File: src/rtl/mips_multicycle_controller_if.sv
// mips_multicycle_controller_if: instruction fields, memory handshake and datapath control bundle
// master: controller side (takes opcode/func/mem_ready, drives every control, status and counter signal)
// slave: datapath side (drives opcode/func/mem_ready, takes the controls)
interface mips_multicycle_controller_if #(
  parameter int CNT_W = 32
);
  logic [5:0] opcode;
  logic [5:0] func;
  logic mem_ready;
  logic pc_write;
  logic branch_eq;
  logic branch_neq;
  logic [1:0] pc_src;
  logic i_or_d;
  logic mem_read;
  logic mem_write;
  logic ir_write;
  logic [1:0] reg_dst;
  logic [1:0] mem_to_reg;
  logic reg_write;
  logic alu_src_a;
  logic [1:0] alu_src_b;
  logic [2:0] alu_operation;
  logic illegal_instr;
  logic mem_error;
  logic [CNT_W-1:0] instr_count;
  modport master (
    input opcode, func, mem_ready,
    output pc_write, branch_eq, branch_neq, pc_src, i_or_d, mem_read, mem_write, ir_write,
    output reg_dst, mem_to_reg, reg_write, alu_src_a, alu_src_b, alu_operation,
    output illegal_instr, mem_error, instr_count
  );
  modport slave (
    output opcode, func, mem_ready,
    input pc_write, branch_eq, branch_neq, pc_src, i_or_d, mem_read, mem_write, ir_write,
    input reg_dst, mem_to_reg, reg_write, alu_src_a, alu_src_b, alu_operation,
    input illegal_instr, mem_error, instr_count
  );
endinterface

File: src/rtl/mips_multicycle_controller.sv
// mips_multicycle_controller: multi-cycle MIPS control FSM with memory handshake, timeout and retire counter
// Ports: clk, rst (synchronous, active-high); bus (master modport) carries opcode/func/mem_ready in and
// the datapath strobes, illegal_instr, sticky mem_error and instr_count out.
// Build option: define JAL_EN to decode opcode 000011 as jal; otherwise it is an illegal instruction.
module mips_multicycle_controller #(
  parameter int MEM_TIMEOUT = 16,
  parameter int CNT_W = 32
) (
  input logic clk,
  input logic rst,
  mips_multicycle_controller_if.master bus
);
  localparam int WW = MEM_TIMEOUT > 1 ? $clog2(MEM_TIMEOUT + 1) : 1;
  typedef enum logic [3:0] {
    FETCH, DECODE, EXEC_R, WB_R, ADDR, MEM_RD, WB_LD, MEM_WR, EXEC_I, WB_I, BRANCH, JUMP,
`ifdef JAL_EN
    JAL,
`endif
    ILLEGAL, ERROR
  } state_t;
  state_t state_q, state_d, dec_d;
  logic [WW-1:0] wait_q;
  logic [CNT_W-1:0] cnt_q;
  logic stall, timeout;
  assign stall = (state_q == FETCH || state_q == MEM_RD || state_q == MEM_WR) && !bus.mem_ready;
  // the cycle whose wait would bring the count to MEM_TIMEOUT is the last one tolerated
  assign timeout = MEM_TIMEOUT != 0 && stall && 32'(wait_q) + 32'd1 == 32'(MEM_TIMEOUT);
  assign bus.instr_count = cnt_q;
  always_comb begin
    dec_d = ILLEGAL;
    case (bus.opcode)
      6'b000000: dec_d = bus.func == 6'd0 ? FETCH : EXEC_R;
      6'b100011, 6'b101011: dec_d = ADDR;
      6'b001000, 6'b001100: dec_d = EXEC_I;
      6'b000100, 6'b000101: dec_d = BRANCH;
      6'b000010: dec_d = JUMP;
`ifdef JAL_EN
      6'b000011: dec_d = JAL;
`endif
      default: dec_d = ILLEGAL;
    endcase
  end
  always_comb begin
    state_d = state_q;
    case (state_q)
      FETCH: state_d = timeout ? ERROR : bus.mem_ready ? DECODE : FETCH;
      DECODE: state_d = dec_d;
      EXEC_R: state_d = WB_R;
      ADDR: state_d = bus.opcode == 6'b101011 ? MEM_WR : MEM_RD;
      MEM_RD: state_d = timeout ? ERROR : bus.mem_ready ? WB_LD : MEM_RD;
      MEM_WR: state_d = timeout ? ERROR : bus.mem_ready ? FETCH : MEM_WR;
      EXEC_I: state_d = WB_I;
      ERROR: state_d = ERROR;
      default: state_d = FETCH;
    endcase
  end
  // every entry into FETCH retires an instruction except the return from ILLEGAL
  always_ff @(posedge clk) begin
    if (rst) begin
      state_q <= FETCH;
      wait_q <= '0;
      cnt_q <= '0;
    end else begin
      state_q <= state_d;
      wait_q <= state_d != state_q ? '0 : stall ? wait_q + 1'b1 : wait_q;
      if (state_d == FETCH && state_q != FETCH && state_q != ILLEGAL) cnt_q <= cnt_q + 1'b1;
    end
  end
  always_comb begin
    bus.pc_write = 1'b0;
    bus.branch_eq = 1'b0;
    bus.branch_neq = 1'b0;
    bus.pc_src = 2'b00;
    bus.i_or_d = 1'b0;
    bus.mem_read = 1'b0;
    bus.mem_write = 1'b0;
    bus.ir_write = 1'b0;
    bus.reg_dst = 2'b00;
    bus.mem_to_reg = 2'b00;
    bus.reg_write = 1'b0;
    bus.alu_src_a = 1'b0;
    bus.alu_src_b = 2'b00;
    bus.alu_operation = 3'b000;
    bus.illegal_instr = 1'b0;
    bus.mem_error = 1'b0;
    case (state_q)
      FETCH: begin
        bus.mem_read = 1'b1;
        bus.alu_src_b = 2'b01;
        bus.alu_operation = 3'b010;
        bus.ir_write = bus.mem_ready;
        bus.pc_write = bus.mem_ready;
      end
      DECODE: begin
        bus.alu_src_b = 2'b11;
        bus.alu_operation = 3'b010;
      end
      EXEC_R: begin
        bus.alu_src_a = 1'b1;
        bus.alu_operation = bus.func == 6'b100000 ? 3'b010 :
                            bus.func == 6'b100010 ? 3'b110 :
                            bus.func == 6'b100101 ? 3'b001 :
                            bus.func == 6'b101010 ? 3'b111 : 3'b000;
      end
      WB_R: begin
        bus.reg_write = 1'b1;
        bus.reg_dst = 2'b01;
      end
      ADDR: begin
        bus.alu_src_a = 1'b1;
        bus.alu_src_b = 2'b10;
        bus.alu_operation = 3'b010;
      end
      MEM_RD: begin
        bus.mem_read = 1'b1;
        bus.i_or_d = 1'b1;
      end
      WB_LD: begin
        bus.reg_write = 1'b1;
        bus.mem_to_reg = 2'b01;
      end
      MEM_WR: begin
        bus.mem_write = 1'b1;
        bus.i_or_d = 1'b1;
      end
      EXEC_I: begin
        bus.alu_src_a = 1'b1;
        bus.alu_src_b = 2'b10;
        bus.alu_operation = bus.opcode == 6'b001100 ? 3'b000 : 3'b010;
      end
      WB_I: bus.reg_write = 1'b1;
      BRANCH: begin
        bus.alu_src_a = 1'b1;
        bus.alu_operation = 3'b110;
        bus.pc_src = 2'b01;
        bus.branch_eq = bus.opcode == 6'b000100;
        bus.branch_neq = bus.opcode == 6'b000101;
      end
      JUMP: begin
        bus.pc_write = 1'b1;
        bus.pc_src = 2'b10;
      end
`ifdef JAL_EN
      JAL: begin
        bus.pc_write = 1'b1;
        bus.pc_src = 2'b10;
        bus.reg_write = 1'b1;
        bus.reg_dst = 2'b10;
        bus.mem_to_reg = 2'b10;
      end
`endif
      ILLEGAL: bus.illegal_instr = 1'b1;
      ERROR: bus.mem_error = 1'b1;
      default: ;
    endcase
  end
endmodule

File: src/flat_wrapper.sv
// flat-port wrapper written by rule: the top's interface ports become plain ports
module mips_multicycle_controller_flat 
#(
  parameter int MEM_TIMEOUT = 16,
  parameter int CNT_W = 32
)
  (clk, rst, bus_opcode, bus_func, bus_mem_ready, bus_pc_write, bus_branch_eq, bus_branch_neq, bus_pc_src, bus_i_or_d, bus_mem_read, bus_mem_write, bus_ir_write, bus_reg_dst, bus_mem_to_reg, bus_reg_write, bus_alu_src_a, bus_alu_src_b, bus_alu_operation, bus_illegal_instr, bus_mem_error, bus_instr_count);
  mips_multicycle_controller_if #(.CNT_W(CNT_W)) bus_i ();
  input logic clk;
  input logic rst;
  input wire logic [$bits(bus_i.opcode)-1:0] bus_opcode;
  input wire logic [$bits(bus_i.func)-1:0] bus_func;
  input wire logic [$bits(bus_i.mem_ready)-1:0] bus_mem_ready;
  output wire logic [$bits(bus_i.pc_write)-1:0] bus_pc_write;
  output wire logic [$bits(bus_i.branch_eq)-1:0] bus_branch_eq;
  output wire logic [$bits(bus_i.branch_neq)-1:0] bus_branch_neq;
  output wire logic [$bits(bus_i.pc_src)-1:0] bus_pc_src;
  output wire logic [$bits(bus_i.i_or_d)-1:0] bus_i_or_d;
  output wire logic [$bits(bus_i.mem_read)-1:0] bus_mem_read;
  output wire logic [$bits(bus_i.mem_write)-1:0] bus_mem_write;
  output wire logic [$bits(bus_i.ir_write)-1:0] bus_ir_write;
  output wire logic [$bits(bus_i.reg_dst)-1:0] bus_reg_dst;
  output wire logic [$bits(bus_i.mem_to_reg)-1:0] bus_mem_to_reg;
  output wire logic [$bits(bus_i.reg_write)-1:0] bus_reg_write;
  output wire logic [$bits(bus_i.alu_src_a)-1:0] bus_alu_src_a;
  output wire logic [$bits(bus_i.alu_src_b)-1:0] bus_alu_src_b;
  output wire logic [$bits(bus_i.alu_operation)-1:0] bus_alu_operation;
  output wire logic [$bits(bus_i.illegal_instr)-1:0] bus_illegal_instr;
  output wire logic [$bits(bus_i.mem_error)-1:0] bus_mem_error;
  output wire logic [$bits(bus_i.instr_count)-1:0] bus_instr_count;
  assign bus_i.opcode = bus_opcode;
  assign bus_i.func = bus_func;
  assign bus_i.mem_ready = bus_mem_ready;
  assign bus_pc_write = bus_i.pc_write;
  assign bus_branch_eq = bus_i.branch_eq;
  assign bus_branch_neq = bus_i.branch_neq;
  assign bus_pc_src = bus_i.pc_src;
  assign bus_i_or_d = bus_i.i_or_d;
  assign bus_mem_read = bus_i.mem_read;
  assign bus_mem_write = bus_i.mem_write;
  assign bus_ir_write = bus_i.ir_write;
  assign bus_reg_dst = bus_i.reg_dst;
  assign bus_mem_to_reg = bus_i.mem_to_reg;
  assign bus_reg_write = bus_i.reg_write;
  assign bus_alu_src_a = bus_i.alu_src_a;
  assign bus_alu_src_b = bus_i.alu_src_b;
  assign bus_alu_operation = bus_i.alu_operation;
  assign bus_illegal_instr = bus_i.illegal_instr;
  assign bus_mem_error = bus_i.mem_error;
  assign bus_instr_count = bus_i.instr_count;
  mips_multicycle_controller #(.MEM_TIMEOUT(MEM_TIMEOUT), .CNT_W(CNT_W)) u_core (.clk(clk), .rst(rst), .bus(bus_i));
endmodule
File: config.mk
export PLATFORM = sky130hd
export DESIGN_NAME = mips_multicycle_controller_flat
export DESIGN_NICKNAME = d
export VERILOG_FILES = /design/src/rtl/mips_multicycle_controller_if.sv /design/src/rtl/mips_multicycle_controller.sv /design/src/flat_wrapper.sv
export SDC_FILE = /design/constraint.sdc
export NUM_CORES = 1
export LEC_CHECK = 0
export CAP_MARGIN = 15
export CORE_MARGIN = 2
export CORE_UTILIZATION = 49
export CTS_CLUSTER_DIAMETER = 100
export DETAILED_ROUTE_END_ITERATION = 10
export GPL_TIMING_DRIVEN = 0
export PLACE_DENSITY = 0.8
export SYNTH_ARGS = -nofsm -noshare
export SYNTH_HDL_FRONTEND = slang
export SYNTH_SLANG_ARGS = --single-unit
File: constraint.sdc
create_clock -name clk -period 3.7 [get_ports clk]
set_input_delay 1.11 -clock clk [delete_from_list [all_inputs] [get_ports clk]]
set_output_delay 1.11 -clock clk [all_outputs]
set_load 0.01 [all_outputs]
* Yosys cells after proc, flatten, opt, wreduce, memory -nomap -nowiden
Cells that the tools add are included.
Word-level totals: flip-flop bits (word level) 41
Operators by class: add/subtract/negate cells 3, equal/unequal tests 27, multiplexer cells 31, reductions and logical operators 22
Operators by type and width (number):
- == test 6 bit, second input constant | 6
- adder 32 x 1 -> 32 bit, second input constant | 1
- == test 32 x 5 -> 1 bit, second input constant | 1
- case mux 4 bit (8 select lines) | 1
- == test 4 bit, second input constant | 6
- case mux 4 bit (5 select lines) | 1
- == test 4 x 3 -> 1 bit, second input constant | 4
- two-way mux 3 bit | 5
- OR reduction 2 bit | 7
- two-way mux 1 bit | 13
- == test 6 x 3 -> 1 bit, second input constant | 2
- == test 6 x 4 -> 1 bit, second input constant | 2
- zero test 6 bit | 2
- two-way mux 4 bit | 3
- case mux 3 bit (4 select lines) | 1
- == test 4 x 2 -> 1 bit, second input constant | 2
- zero test 4 bit | 2
- two-way mux 2 bit | 4
- adder 5 x 1 -> 6 bit, second input constant | 1
- == test 6 x 2 -> 1 bit, second input constant | 1
- case mux 2 bit (3 select lines) | 1
- OR reduction 3 bit | 2
- adder 5 x 1 -> 5 bit, second input constant | 1
- == test 4 x 1 -> 1 bit, second input constant | 1
- other kinds (9) | 13

* Depth between registers and ports, before layout
Gate-level depths: netlist (run 1).
depth in word-level cells 10, mapped depth 12, gate-level depth less buffers 7

* Least setup slack after synthesis (run 1)
Ideal clock, no wire load.
path type input -> register, start input port bus_opcode[2], end register u_core.cnt_q[18], in the netlist u_core.bus.instr_count[18], library setup time 0.121 ns, arrival 3.256 ns, required time 3.579 ns, path slack 0.323 ns, stages on the path 10, path buffers 3, path through buf_6 nand2b_4 a2111oi_4 a211oi_1 a2111o_1 or4b_1 buf_2 clkbuf_1 nor2_1 mux2_2
Between the ends: cells in the longest elaborated chain, start to end 7
Ends and longest elaborated chain:
- start, declared | line flat_wrapper.sv:11 | input wire logic [$bits(bus_i.opcode)-1:0] bus_opcode;
- == test 6 x 3 -> 1 bit (tied with other cells) | line mips_multicycle_controller.sv:31 | case (bus.opcode)
- OR reduction 2 bit | line mips_multicycle_controller.sv:31
- case mux 4 bit (5 select lines) | line mips_multicycle_controller.sv:31
- case mux 4 bit (8 select lines) (*) | line mips_multicycle_controller.sv:45 | case (state_q)
- zero test 4 bit (*) | line mips_multicycle_controller.sv:66 | if (state_d == FETCH && state_q != FETCH && state_q != ILLEGAL) cnt_q <= cnt_q + 1'b1;
- logical AND 1 bit (*) (2 in series) | line mips_multicycle_controller.sv:66
- end signal, assigned | line mips_multicycle_controller.sv:66
- end, declared | line mips_multicycle_controller.sv:23 | logic [CNT_W-1:0] cnt_q;
Mark *: on every way between the ends. The rest lies on a longest branch, timed or not. A chain may end at the register's enable or synchronous reset.

* Worst setup path in the final report (run 1)
start input port bus_func[4], end output port bus_alu_operation[2]
Between the ends: cells in the longest elaborated chain, start to end 6
Ends and longest elaborated chain:
- start, declared | line flat_wrapper.sv:12 | input wire logic [$bits(bus_i.func)-1:0] bus_func;
- == test 6 bit | line mips_multicycle_controller.sv:103 | bus.func == 6'b101010 ? 3'b111 : 3'b000;
- two-way mux 3 bit | line mips_multicycle_controller.sv:103
- two-way mux 3 bit | line mips_multicycle_controller.sv:102 | bus.func == 6'b100101 ? 3'b001 :
- two-way mux 3 bit | line mips_multicycle_controller.sv:101 | bus.func == 6'b100010 ? 3'b110 :
- two-way mux 3 bit (*) | line mips_multicycle_controller.sv:100 | bus.alu_operation = bus.func == 6'b100000 ? 3'b010 :
- case mux 3 bit (4 select lines) (*) | line mips_multicycle_controller.sv:86 | case (state_q)
- end, declared | line flat_wrapper.sv:27 | output wire logic [$bits(bus_i.alu_operation)-1:0] bus_alu_operation;
Marked as above.

==> results.md, run 1 <==
* Highest Clock Rate at 0.277 GHz
* Commonest register cell after synthesis: sky130_fd_sc_hd__dfxtp_1
* Slew margin rel. at 51.5%
* Dominant cell type by area after synthesis: sky130_fd_sc_hd__dfxtp_1
* Psw at 0.000435 W
* Port Buf Inserts at 63
* Depth of the worst register-to-register path at 9
* Share of the synthesized area in the top cell type at 31.0%
* Type of destination of the critical path: output pin
* Post-CTS setup repair buffer count at 0
* Number of enable-type register cells in the synthesized netlist at 0
* Slowest cell on crit path: sky130_fd_sc_hd__or4b_4
* Wire length of the first global-routing pass at 12,100 um
* Synth top area cells: sky130_fd_sc_hd__dfxtp_1 (31%), sky130_fd_sc_hd__a21oi_1 (6.4%), sky130_fd_sc_hd__nor2_1 (4.7%)
* Beginning of the worst register-to-register path: u_core.state_q[1]
* Proportion of power drawn by combinational gates at 34.8%
* Clock buffers created by TritonCTS at 5
* CTS tree: done
* Standard cell core area at 0.00517 mm^2
* Pin count of the biggest net entering global routing at 14
* Synthesized netlist cell count at 352
* Worst hold path type: register to register
* Max-slew violations at 0
* Total number of placement rows at 26
* Die extent in y at 77.5 um
* Total of warnings raised by yosys at 0
* DIE WIDTH at 77.5 um
* Arrival time of data at the critical path endpoint at 2500 ps
* Cell-by-cell listing of the critical path: clkdlybuf4s50_1 > or4b_4 > o22ai_2 > clkdlybuf4s15_2
* Data required time of the worst path at 2590 ps
* Crit-path max FO at 3
* Num ports at 69
* Routability cong. at 0.864
* Mean number of vias per cell at 5.94
* Clk network pwr share at 27.3%
* Share of power burned in registers at 37.9%
* Nets@finish at 440
* LEAKAGE at 1.20 nW
* RSZ-0062 raised after global routing: false
* Sequential element share of the synthesized area at 31.0%
* Share of layout cells above drive strength 1 at 9.91%
* Register-to-Register Setup Slack at 760 ps
* Post-CTS Hold Fix Bufs at 0
* H-Tree Level Count at 2
* Number of global-route vias before repair at 2,620
* Antenna-violating nets left at 0
* Initial antenna violation count at 0
* Overflow left after global routing at 0
* Total standard cell area after synthesis at 0.00265 mm^2
* Worst hold stages at 2
* Area growth from synthesis to layout at 32.4%
* Latest clock arrival within the worst-skew pair at 300 ps
* Setup TNS at 0 ps
* Internal Power at 0.000809 W
* CTS max path bufs at 2
* Length of the first detailed-routing pass in iterations at 4
* Worst hold start: u_core.bus.instr_count[22]
* Peak per-stage delay on the critical path at 560 ps
* Worst Skew at 7.13 ps
* FILL cells at 446
* Clock transition at the registers of the reported paths at 80 ps
* Hold worst-path end: u_core.bus.instr_count[22]
* Number of violations of the max-capacitance limit at 0
* Synth Area per Inst at 7.52 um^2
* Drt initial violations at 213
* Post-synthesis async set-or-reset flop share at 0%
* Min cycle time layout at 3610 ps
* Post-DP Area at 0.00337 mm^2
* Slew at the pin closest to its max-slew limit at 722 ps
* Endpoint of the most critical register-to-register path: u_core.bus.instr_count[18]
* Final-report setup violation count at 0
* Routed length per placed instance at 15.2 um
* Vias after detailed routing at 2,934
* Summed area of non-filler cells in the final layout at 0.00350 mm^2
* Overall Global Routing Usage at 24.4%
* Type of the setup path with the least slack: input pin to output pin
* Count of state elements after synthesis at 41
* Critical path startpoint category: input pin
* Number of remaining DRC errors at 0
* Final hold viol count at 0
* Number of antenna diodes at 0
* Sw Share at 35.0%
* Detail Placement HPWL at 5380 um
* Run status: completed
* Routed wire length at 7500 um
* Peak supply drop at 0.270 mV
* Number of clock sinks at 41
* Share of the clock period used by the worst path at 97.5%
* Initial cell density of the core at 51.2%
* Die Outline Area at 0.00600 mm^2
* Netlist cell types at 52
* Power density of the placed cells at 355 mW/mm^2
* Clock root buffer master: sky130_fd_sc_hd__clkbuf_8
-- cells by family after synthesis --
group | Yosys count | synth area share, %
AO/OA/AOI/OAI | 81 | 19.4
AND/OR/NAND/NOR | 176 | 36.7
buffers and inverters | 36 | 6.24
adder cells (fa/ha/maj) | 2 | 0.945
other | 1 | 0.142
multiplexers | 8 | 3.26
flip-flops | 41 | 31.0
XOR/XNOR | 7 | 2.32
-- how the worst max path moves through the flow --
stage,start,to,slack (ps),cells after the start
floorplan,bus_opcode[2],u_core.bus.instr_count[18],320,10
global placement,bus_opcode[3],u_core.bus.instr_count[6],-510,10
detailed placement,bus_opcode[3],u_core.bus.instr_count[6],-540,10
CTS,bus_opcode[0],bus_alu_operation[1],40,5
global route,bus_opcode[3],u_core.bus.instr_count[18],20,10
finish,bus_func[4],bus_alu_operation[2],90,4
-- state kept, by name, indices dropped and copies added (netlist names) --
name and flops:
u_core.bus.instr_count 32, u_core.wait_q 5, u_core.state_q 4
-- power groups by stage --
stage               combinational, W  clock, W  sequential [W]
floorplan                   0.000270         0        0.000478
global placement            0.000417         0        0.000480
detailed placement          0.000423         0        0.000480
CTS                         0.000424  0.000346        0.000470
global route                0.000468  0.000362        0.000473
finish                      0.000433  0.000340        0.000471
-- repair_timing --
item                                    in CTS  in global routing
resized for setup                           17                 11
endpoints found under the setup margin      22                  8
gates cloned                                 0                  0
pin swaps                                    1                  1
-- cell type report --
type                            count  area, um^2  share of cell area, %
Clock inverter                      1        8.76                  0.250
Sequential cell                    41         821                   23.4
Tap cell                           70        87.6                   2.50
Timing Repair Buffer               63         617                   17.6
Clock buffer                        7        96.3                   2.75
Multi-Input combinational cell    276        1710                   48.7
Inverter                            9        33.8                  0.964
Buffer                             27         135                   3.86
-- critical path, delay by kind of cell --
kind	cells	cell delay [ps]
buffers and inverters	2	700
and+or+nand+nor	1	560
AOI/OAI and AO/OA	1	120
-- synthesized netlist by cell type (all sizes together) (4+ instances only) --
cell type	instances
mux2	5
or4	13
buf	12
xor2	4
nor2	33
nor4	4
clkbuf	15
o21ai	16
a21oi	34
nand3	19
nand4	10
o22ai	4
and3	6
or3	14
nand2	26
inv	9
dfxtp	41
nand2b	12
nor3	11
nor2b	10
o31ai	12
-- routing by layer --
metal,vias up,routed length [um],track usage [%],part of all wire [%]
li1,1433,-,-,-
met2,114,3400,38.1,45
met3,10,503,4.07,6.7
met4,0,87,7.68,1.2
met1,1377,3510,34.5,47
met5,-,0,0,0
-- metrics by stage --
stage	utilization, %	hold slack, ps	setup slack (ps)	std cells	power [W]
5_1_grt	67.8	530	19.0	494	0.00130
2_1_floorplan	-	496	323	353	0.000748
3_5_place_dp	65.1	490	-545	486	0.000903
3_3_place_gp	65.1	478	-507	486	0.000897
6_report	67.8	501	94.1	494	0.00124
4_1_cts	67.5	500	38.0	494	0.00124
-- placed cells by master (no fill, tap or decap), drive strengths merged, types with 3 or more instances in the layout --
cell           instances
o31ai                 12
and3                   6
or4                   13
mux2                   5
nand4                 10
clkdlybuf4s50         53
and4                   3
nand2                 26
or2                    3
xnor2                  3
nand2b                12
clkbuf                23
mux2i                  3
or4b                   3
nor3                  11
nor2b                 10
buf                   13
or3                   14
and2                   3
dfxtp                 41
nand3                 19
a21oi                 34
o22ai                  4
o21ai                 16
nor4                   4
xor2                   4
dlygate4sd2            6
inv                   10
nor2                  33
Power figures use the tool's default switching activity.
==> run 2: changes to the inputs <==
--- a/config.mk
+++ b/config.mk
@@ -7,11 +7,12 @@
 export LEC_CHECK = 0
 export CAP_MARGIN = 15
 export CORE_MARGIN = 2
-export CORE_UTILIZATION = 49
+export CORE_UTILIZATION = 55
 export CTS_CLUSTER_DIAMETER = 100
 export DETAILED_ROUTE_END_ITERATION = 10
+export DONT_BUFFER_PORTS = 1
 export GPL_TIMING_DRIVEN = 0
-export PLACE_DENSITY = 0.8
+export PLACE_DENSITY = 0.7
 export SYNTH_ARGS = -nofsm -noshare
 export SYNTH_HDL_FRONTEND = slang
 export SYNTH_SLANG_ARGS = --single-unit
==> results.md, run 2 (synthesized netlist as in run 1, its figures left out) <==
* Critical path startpoint category: input pin
* Slew at the pin closest to its max-slew limit at 731 ps (+9.73 ps)
* Crit-path max FO at 10 (+7)
* Data required time of the worst path at 3900 ps (+1310 ps)
* Number of violations of the max-capacitance limit at 0 (unchanged)
* Pin count of the biggest net entering global routing at 13 (-1)
* Min cycle time layout at 3400 ps (-203 ps)
* Type of destination of the critical path: register
* Internal Power at 0.000701 W (-13%)
* Number of remaining DRC errors at 0 (unchanged)
* Util after Layout at 59.7% (-8.1 points)
* Flip-flop count of the largest register, all copies and words added at 32 (unchanged)
* Final hold slack at 540 ps (+38.1 ps)
* Number of antenna diodes at 0 (unchanged)
* Clock transition at the registers of the reported paths at 80 ps (about the same)
* Highest Clock Rate at 0.294 GHz (+6.0%)
* RSZ-0062 raised after global routing: false
* CTS max path bufs at 2 (unchanged)
* Psw at 0.000397 W (-8.7%)
* Arrival time of data at the critical path endpoint at 3600 ps (+1100 ps)
* LEAKAGE at 0.925 nW (-23%)
* Number of global-route vias before repair at 2,365 (-9.7%)
* Initial antenna violation count at 0 (unchanged)
* Depth of the worst register-to-register path at 10 (+1)
* Initial cell density of the core at 56.4% (+5.2 points)
* Latest clock arrival within the worst-skew pair at 300 ps (about the same)
* Antenna-violating nets left at 0 (unchanged)
* Peak supply drop at 0.281 mV (+3.8%)
* Design Power at 0.00110 W (-12%)
* Total number of placement rows at 25 (-3.8%)
* Port Buf Inserts at 0 (-100%)
* Footprint of the multi-input gates at 0.00166 mm^2 (-2.4%)
* Register-to-Register Setup Slack at 740 ps (-20 ps)
* Worst Skew at 9.40 ps (+2.28 ps)
* Post-DP Area at 0.00272 mm^2 (-19%)
* Endpoint of the most critical register-to-register path: u_core.bus.instr_count[18]
* Met2 layer usage reported by global route at 37.3% (-0.75 points)
* GR Layer Usage met1 at 37.1% (+2.6 points)
* Summed area of non-filler cells in the final layout at 0.00280 mm^2 (-20%)
* Register area at 821 um^2 (unchanged)
* Peak per-stage delay on the critical path at 490 ps (-70 ps)
* Num ports at 69 (unchanged)
* Area growth from synthesis to layout at 5.82%
* Type of the setup path with the least slack: input pin to register
* Share of power burned in registers at 43.0% (+5.1 points)
* FILL cells at 454 (+1.8%)
* Final-report setup violation count at 0 (unchanged)
* Clock root buffer master: sky130_fd_sc_hd__clkbuf_8
* Setup crit start: bus_opcode[1]
* Most common cell on crit path: sky130_fd_sc_hd__clkbuf_1
* Critical Path End: u_core.bus.instr_count[18]
* Post-CTS Hold Fix Bufs at 0 (unchanged)
* Run status: completed
* Nets@finish at 377 (-14%)
* Post-CTS setup repair buffer count at 0 (unchanged)
* Top Usage Layer GRT: met2
* Die extent in y at 73.4 um (-5.3%)
* Number of clock sinks at 41 (unchanged)
* Length of the first detailed-routing pass in iterations at 5 (+1)
* Routed wire length at 6570 um (-12%)
* Beginning of the worst register-to-register path: u_core.state_q[1]
* Max-slew violations at 0 (unchanged)
* Proportion of power drawn by combinational gates at 31.0% (-3.8 points)
* Sw Share at 36.2% (+1.2 points)
* Slew margin rel. at 50.9% (-0.65 points)
* Routability cong. at 0.862 (-0.22%)
* Mean number of vias per cell at 6.40 (+7.7%)
* Standard cell core area at 0.00469 mm^2 (-9.3%)
* Power density of the placed cells at 392 mW/mm^2 (+10%)
* Commonest cells after routing, fill and taps aside: sky130_fd_sc_hd__dfxtp_1 (41), sky130_fd_sc_hd__a21oi_1 (34), sky130_fd_sc_hd__nor2_1 (33), sky130_fd_sc_hd__nand2_1 (26), sky130_fd_sc_hd__nand3_1 (19)
* Most common cell after layout, fill and taps aside: sky130_fd_sc_hd__dfxtp_1
* Share of the clock period used by the worst path at 92.0% (-5.5 points)
* Global-route met3 utilization at 6.17% (+2.1 points)
* Cell-by-cell listing of the critical path: clkbuf_1 > a2111oi_4 > a211oi_1 > a2111o_1 > or4b_1 > buf_2 > clkbuf_1 > nor2_1 > mux2_2
* CTS tree: done
* Overall Global Routing Usage at 25.4% (+0.95 points)
* Clock buffers created by TritonCTS at 5 (unchanged)
* Worst hold path type: register to register
* Slowest cell on crit path: sky130_fd_sc_hd__or4b_1
* Clk network pwr share at 26.0% (-1.3 points)
* Resize count post-CTS at 0 (-17)
* Die Outline Area at 0.00538 mm^2 (-10%)
* Routed length per placed instance at 15.8 um (+4.3%)
* Vias after detailed routing at 2,654 (-9.5%)
* Wire length of the first global-routing pass at 10,900 um (-9.9%)
* Overflow left after global routing at 0 (unchanged)
* Drt initial violations at 241 (+13%)
* Share of layout cells above drive strength 1 at 8.59% (-1.3 points)
* H-Tree Level Count at 2 (unchanged)
* Final hold viol count at 0 (unchanged)
* Detail Placement HPWL at 4800 um (-11%)
* DIE WIDTH at 73.4 um (-5.3%)
run 2: changes by cell type in the layout (fill, tap and decap cells not counted), sizes merged:
| cell | previous run | this run |
|---|---|---|
| buf | 13 | 12 |
| clkbuf | 23 | 21 |
| clkdlybuf4s15 | 1 | 0 |
| clkdlybuf4s50 | 53 | 0 |
| clkinv | 0 | 2 |
| dlygate4sd2 | 6 | 0 |
| dlymetal6s2s | 1 | 0 |
| inv | 10 | 9 |
run 2: layout make-up:
class,count,share of cell area (%)
well taps,54,2.41
plain buffers,27,4.69
multi-input cells,276,59.4
inverters,9,1.21
clock buffers,6,2.59
clock inverters,2,0.357
flip-flops and latches,41,29.3
run 2: how the worst min path moves through the flow:
| stage | from | to | slack [ps] | cells after the start |
|---|---|---|---|---|
| detailed placement | u_core.wait_q[4] | u_core.wait_q[4] | 540 | 2 |
| global placement | u_core.wait_q[1] | u_core.wait_q[1] | 530 | 2 |
| CTS | u_core.bus.instr_count[22] | u_core.bus.instr_count[22] | 550 | 2 |
| floorplan | u_core.bus.instr_count[31] | u_core.bus.instr_count[31] | 500 | 2 |
| global route | u_core.bus.instr_count[31] | u_core.bus.instr_count[31] | 580 | 2 |
| finish | u_core.bus.instr_count[22] | u_core.bus.instr_count[22] | 540 | 2 |
run 2: stage by stage:
stage | cells | setup slack (ps) | setup TNS [ps]
floorplan | 353 | 323 | 0
global placement | 407 | -5.89 | -5.89
detailed placement | 407 | -18.1 | -26.3
CTS | 415 | 282 | 0
global route | 415 | 131 | 0
finish | 415 | 297 | 0
run 2: routing by layer:
layer | wire length, um | share of wire, %
met1 | 3190 | 48
met3 | 498 | 7.6
met4 | 62 | 0.94
met5 | 0 | 0
met2 | 2830 | 43
run 2: power by group through the flow:
| stage | clock network [W] | logic, W | registers [W] |
|---|---|---|---|
| after detailed placement | 0 | 0.000335 | 0.000482 |
| after CTS | 0.000292 | 0.000336 | 0.000472 |
| after global placement | 0 | 0.000332 | 0.000482 |
| after global routing | 0.000310 | 0.000376 | 0.000475 |
| after floorplan | 0 | 0.000270 | 0.000478 |
| final | 0.000286 | 0.000340 | 0.000472 |
run 2: critical path, delay by kind of cell:
| family | cells | cell delay [ps] |
|---|---|---|
| compound gates | 3 | 800 |
| simple gates | 2 | 680 |
| mux | 1 | 340 |
| buf+inv | 3 | 660 |
